===== src/rtl/arc4_pkg.sv =====
// Shared ARC4 definitions for the init, KSA and PRGA stages.
//   ARC4_MEM_DEPTH : entries in the S, ct and pt memories
//   ARC4_BYTE_W    : data/address width of every ARC4 memory
//   prga_state_t   : state encoding of the PRGA controller
package arc4_pkg;

  localparam int unsigned ARC4_MEM_DEPTH = 256;
  localparam int unsigned ARC4_BYTE_W    = 8;

  typedef logic [ARC4_BYTE_W-1:0] arc4_byte_t;

  typedef enum logic [3:0] {
    StIdle,
    StLenA,
    StLenD,
    StRdI,
    StRdJ,
    StWrI,
    StWrJ,
    StRdP,
    StWrP,
    StDone
  } prga_state_t;

endpackage


===== src/rtl/prga.sv =====
// ARC4 pseudo-random generation stage. Walks the length-prefixed ciphertext
// memory, keeps permuting S and writes the length-prefixed plaintext memory.
// Ports:
//   clk, rst          : clock, asynchronous active-high reset
//   en / rdy          : start request / idle indication
//   s_addr, s_rddata, s_wrdata, s_wren : S memory port (sync read, 1-cycle latency)
//   ct_addr, ct_rddata                 : ciphertext memory read port
//   pt_addr, pt_wrdata, pt_wren        : plaintext memory write port
module prga
  import arc4_pkg::*;
(
  input  logic       clk,
  input  logic       rst,
  input  logic       en,
  output logic       rdy,
  output arc4_byte_t s_addr,
  input  arc4_byte_t s_rddata,
  output arc4_byte_t s_wrdata,
  output logic       s_wren,
  output arc4_byte_t ct_addr,
  input  arc4_byte_t ct_rddata,
  output arc4_byte_t pt_addr,
  output arc4_byte_t pt_wrdata,
  output logic       pt_wren
);

  prga_state_t state_q, state_d;
  arc4_byte_t  i_q, i_d;
  arc4_byte_t  j_q, j_d;
  arc4_byte_t  k_q, k_d;
  arc4_byte_t  len_q, len_d;
  arc4_byte_t  si_q, si_d;
  arc4_byte_t  sj_q, sj_d;

  always_ff @(posedge clk or posedge rst) begin
    if (rst) begin
      state_q <= StIdle;
      i_q     <= '0;
      j_q     <= '0;
      k_q     <= '0;
      len_q   <= '0;
      si_q    <= '0;
      sj_q    <= '0;
    end else begin
      state_q <= state_d;
      i_q     <= i_d;
      j_q     <= j_d;
      k_q     <= k_d;
      len_q   <= len_d;
      si_q    <= si_d;
      sj_q    <= sj_d;
    end
  end

  always_comb begin
    state_d   = state_q;
    i_d       = i_q;
    j_d       = j_q;
    k_d       = k_q;
    len_d     = len_q;
    si_d      = si_q;
    sj_d      = sj_q;
    rdy       = 1'b0;
    s_addr    = '0;
    s_wrdata  = '0;
    s_wren    = 1'b0;
    ct_addr   = '0;
    pt_addr   = '0;
    pt_wrdata = '0;
    pt_wren   = 1'b0;

    unique case (state_q)
      StIdle: begin
        rdy = 1'b1;
        if (en) state_d = StLenA;
      end
      StLenA: begin
        ct_addr = '0;
        state_d = StLenD;
      end
      StLenD: begin
        // Length byte is copied straight through to pt[0].
        len_d     = ct_rddata;
        pt_addr   = '0;
        pt_wrdata = ct_rddata;
        pt_wren   = 1'b1;
        i_d       = 8'd1;
        j_d       = '0;
        k_d       = 8'd1;
        state_d   = (ct_rddata == '0) ? StDone : StRdI;
      end
      StRdI: begin
        s_addr  = i_q;
        state_d = StRdJ;
      end
      StRdJ: begin
        // Address S with the updated j in the same cycle it is computed.
        si_d    = s_rddata;
        j_d     = j_q + s_rddata;
        s_addr  = j_d;
        state_d = StWrI;
      end
      StWrI: begin
        sj_d     = s_rddata;
        s_addr   = i_q;
        s_wrdata = s_rddata;
        s_wren   = 1'b1;
        state_d  = StWrJ;
      end
      StWrJ: begin
        s_addr   = j_q;
        s_wrdata = si_q;
        s_wren   = 1'b1;
        ct_addr  = k_q;
        state_d  = StRdP;
      end
      StRdP: begin
        // ct_addr is held so ct[k] is still on ct_rddata in WR_P.
        s_addr  = si_q + sj_q;
        ct_addr = k_q;
        state_d = StWrP;
      end
      StWrP: begin
        pt_addr   = k_q;
        pt_wrdata = s_rddata ^ ct_rddata;
        pt_wren   = 1'b1;
        // Compare before incrementing so L=255 never wraps k.
        if (k_q == len_q) begin
          state_d = StDone;
        end else begin
          k_d     = k_q + 8'd1;
          i_d     = i_q + 8'd1;
          state_d = StRdI;
        end
      end
      StDone: begin
        state_d = StIdle;
      end
      default: begin
        state_d = StIdle;
      end
    endcase
  end

endmodule


===== config.mk =====
export PLATFORM = sky130hd
export DESIGN_NAME = prga
export DESIGN_NICKNAME = d
export VERILOG_FILES = /design/src/rtl/arc4_pkg.sv /design/src/rtl/prga.sv
export SDC_FILE = /design/constraint.sdc
export NUM_CORES = 1
export LEC_CHECK = 0
export ABC_AREA = 1
export CAP_MARGIN = 10
export CORE_ASPECT_RATIO = 0.9
export CORE_UTILIZATION = 55
export CTS_BUF_LIST = sky130_fd_sc_hd__clkbuf_8 sky130_fd_sc_hd__clkbuf_16
export DETAILED_ROUTE_END_ITERATION = 16
export PLACE_DENSITY = 0.83
export RECOVER_POWER = 100
export SETUP_SLACK_MARGIN = 0.5
export SLEW_MARGIN = 20
export SYNTH_ARGS = -nofsm -noshare
export SYNTH_HDL_FRONTEND = slang
export SYNTH_SLANG_ARGS = --single-unit

===== constraint.sdc =====
create_clock -name clk -period 3.5 [get_ports clk]
set_clock_uncertainty 0.15 [all_clocks]
set_input_delay 0.7 -clock clk [delete_from_list [all_inputs] [get_ports clk]]
set_output_delay 0.7 -clock clk [all_outputs]
set_load 0.05 [all_outputs]

==> out/results.ini <==
[placement]
post-place-ws_ns = -0.04037
place_congestion = 0.9648
portBuffers = 61
dp_hpwl_mm = 7.207

[synthesis]
synth_warnings = 0
postSynthCellCount = 507
ys_ff_latch = 52
syn_area_mm2 = 0.003581
synth.top_cell.area_share_pct = 36.34
ys_seq_area_share_pct = 36.34
async_flop_share_pct = 100.0
synth_cell_types = 32
synth_edf_count = 0
synthTopCellsByArea = dfrtp_1 (36%), nand2_1 (18%), nand3_1 (7.3%)
synthesis.nets = 544
avgSynthCellArea_um2 = 7.063
ys.flop_type = dfrtp_1
synth_area_leader_cell = dfrtp_1

[run]
drv_cap = 0

[cts]
cts.sinks = 52
clk_pin_slew_ns = 0.09
tritoncts = yes
cts.htree.levels = 2
clk_latency_ns = 0.31
tritoncts.num_buffers = 5
root_buffer = clkbuf_8
clk_path_buf_depth = 2

[finish]
drive_above_1_share_pct = 19.19
fillers = 468
syn2layout_area_growth_pct = 33.19
antennaDiodeCount = 0
post-route-util_pct = 76.73
nets = 626

[routing]
routed_wl_mm = 10.80
route.detailed.drc = 0
drt_iter0_drc = 327
via_per_inst = 5.598
ant_nets = 0
wl_per_cell_um = 15.98
vias = 3784
dr.pass1.iters = 5

[worst_setup_path]
crit_path_start_kind = input port
cpPeakStageDelay_ns = 0.31
crit_fanout = 4
reg2reg_from = state_q[0]$_DFFE_PP0P_
critPathArrivalTime_ns = 2.25
path_cells = buf_2, buf_6, ha_1, nand3_1, nand2_2, or2_2, nand3_2, nand4_1, buf_6
worstPathRequired_ns = 2.65
crit_type = input port to output port
cp.buffers_inverters = 3
critPathMostFrequentCell = buf_6
critPathLaunch = s_rddata[1]
critPathTopFamily = simple AND/OR/NAND/NOR gates
endpoint_kind = output port
crit_slowest_cell = ha_1

[die]
die_h_um = 78.55
start_util_pct = 57.61
rows = 27
fp.dieW_um = 87.06
core_mm2 = 0.006216
ioPinCount = 62
dieArea_mm2 = 0.006838

[global_route]
grt_pass1_vias = 3562
antenna_found_initial = 0
grt-ovfl-total = 0
grt_pass1_wl_mm = 16.70
grt_max_degree = 53
grt.total_usage_pct = 31.76

[sta]
worst_slack_ns = 0.4023
hold_viol = 0
max_slew_margin_pct = 12.14
setup_viol = 0
fin_crit_sh_pct = 88.50
rsz0062_at_grt = true
tns_ns = 0
timing.final.max_slew_violations = 0
period_needed_ns = 3.098
tightest_slew_ns = 1.318
fmax_ghz = 0.3228

[pwr]
pwr-share-seq_pct = 25.5
clkPwrFrac_pct = 8.3
irDropWorstVdd_mv = 0.5469
internal_power_w = 0.001988
power.density_mw_per_mm2 = 839.7
p_leak_nw = 2.460
p_sw_share_pct = 50.37
p_comb_share_pct = 66.2
power_w = 0.004005
switching_power_w = 0.002017

[hold_path]
hp-class = register to register
hp-start = sj_q[5]$_DFFE_PP0N_

[outcome]
status = finished, final reports clean

[area by class of cell]
type / instances / area (um^2) / share of cell area [%]
Clock inverter: 2 / 8.758 / 0.1836
Timing Repair Buffer: 89 / 905.9 / 18.99
Clock buffer: 5 / 68.82 / 1.443
Inverter: 58 / 229.0 / 4.801
Multi-Input combinational cell: 382 / 2142 / 44.91
Timing Repair inverter: 1 / 5.005 / 0.1049
Tap cell: 87 / 108.9 / 2.282
Sequential cell: 52 / 1301 / 27.28
[worst register-to-register path, stage by stage (launching register included)]
cell	delay, ns
dfrtp_1	0.46
inv_1	0.11
nand3_1	0.37
clkbuf_1	0.59
nand2_4	0.24
nand2_1	0.12
nand2_1	0.06
[final timing paths]
check,endpoint,slack [ns],cells after the start
max,s_addr[3],0.40,9
min,sj_q[5]$_DFFE_PP0N_,0.35,2
max reg2reg,i_q[7]$_DFFE_PP0P_,1.31,6
min reg2reg,sj_q[5]$_DFFE_PP0N_,0.35,2
max in group asynchronous,i_q[4]$_DFFE_PP0P_,1.29,3
min in group asynchronous,si_q[0]$_DFFE_PP0P_,1.11,3
[power by group through the flow]
stage / sequential (W) / clock, W / combinational, W
2_1_floorplan: 0.000963 / 0 / 0.00163
3_3_place_gp: 0.000999 / 0 / 0.00231
3_5_place_dp: 0.00101 / 0 / 0.00237
4_1_cts: 0.00101 / 0.000338 / 0.00248
5_1_grt: 0.00105 / 0.000355 / 0.00287
6_report: 0.00102 / 0.000333 / 0.00265
[metal layers]
metal / up-vias / track usage [%] / wire length (um)
met1: 1774 / 41.85 / 4491
met4: 0 / 9.667 / 293
met5: - / 0 / 0
met2: 191 / 53.07 / 5198
met3: 38 / 5.573 / 820
li1: 1781 / - / -
[cells in the mapped netlist, drive strengths merged (5+ instances only)]
| cell type | n |
|---|---|
| nand4 | 6 |
| o21ai | 18 |
| nand2 | 181 |
| clkbuf | 5 |
| o22ai | 11 |
| nand3 | 52 |
| buf | 10 |
| a21oi | 11 |
| inv | 58 |
| ha | 16 |
| xnor2 | 19 |
| dfrtp | 52 |
| nor2 | 43 |
[placed cells by master (no fill, tap or decap), drive strengths merged, types with 2 or more instances in the layout]
cell | Yosys | final
nand2 | 181 | 181
inv | 58 | 55
buf | 10 | 53
dfrtp | 52 | 52
nand3 | 52 | 52
nor2 | 43 | 43
xnor2 | 19 | 19
o21ai | 18 | 18
ha | 16 | 16
dlygate4sd2 | 0 | 15
clkbuf | 5 | 13
o22ai | 11 | 11
clkdlybuf4s50 | 0 | 11
a21oi | 11 | 11
nand4 | 6 | 6
xor2 | 4 | 4
nand3b | 4 | 4
a22oi | 4 | 4
clkinvlp | 0 | 4
or2 | 3 | 3
a21o | 2 | 2
nor3b | 2 | 2
fa | 2 | 2
clkinv | 0 | 2
[stage by stage]
stage	instances	area, um^2	hold WS (ns)
2_1_floorplan	507	3586	0.3030
3_3_place_gp	655	4452	0.3182
3_5_place_dp	655	4452	0.3250
4_1_cts	666	4668	0.3470
5_1_grt	676	4770	0.3706
6_report	676	4770	0.3506
[what timing repair did]
action                                  CTS  global route
buffers inserted                          4             9
resized for setup                        55            33
hold buffers                              0             0
endpoints found under the setup margin   24            24
gates cloned                              0             1
endpoints found under the hold margin     0             0
pin swaps                                 7            13
[sequential cells by signal (all words and copies together), names as in the netlist]
register and count:
j_q 8, sj_q 8, k_q 8, len_q 8, state_q 4, i_q 8, si_q 8
[kinds of logic (layout without fill, tap and decap cells)]
logic type      count (synthesis)  in the layout  share of synthesized area, %
buf+inv                        73            155                         8.630
flops                          52             52                         36.34
compound gates                 50             50                         8.072
xor+xnor                       23             23                         5.625
fa+ha+maj                      18             18                         6.709
simple gates                  291            291                         34.63
(Power assumes the default switching activity.)
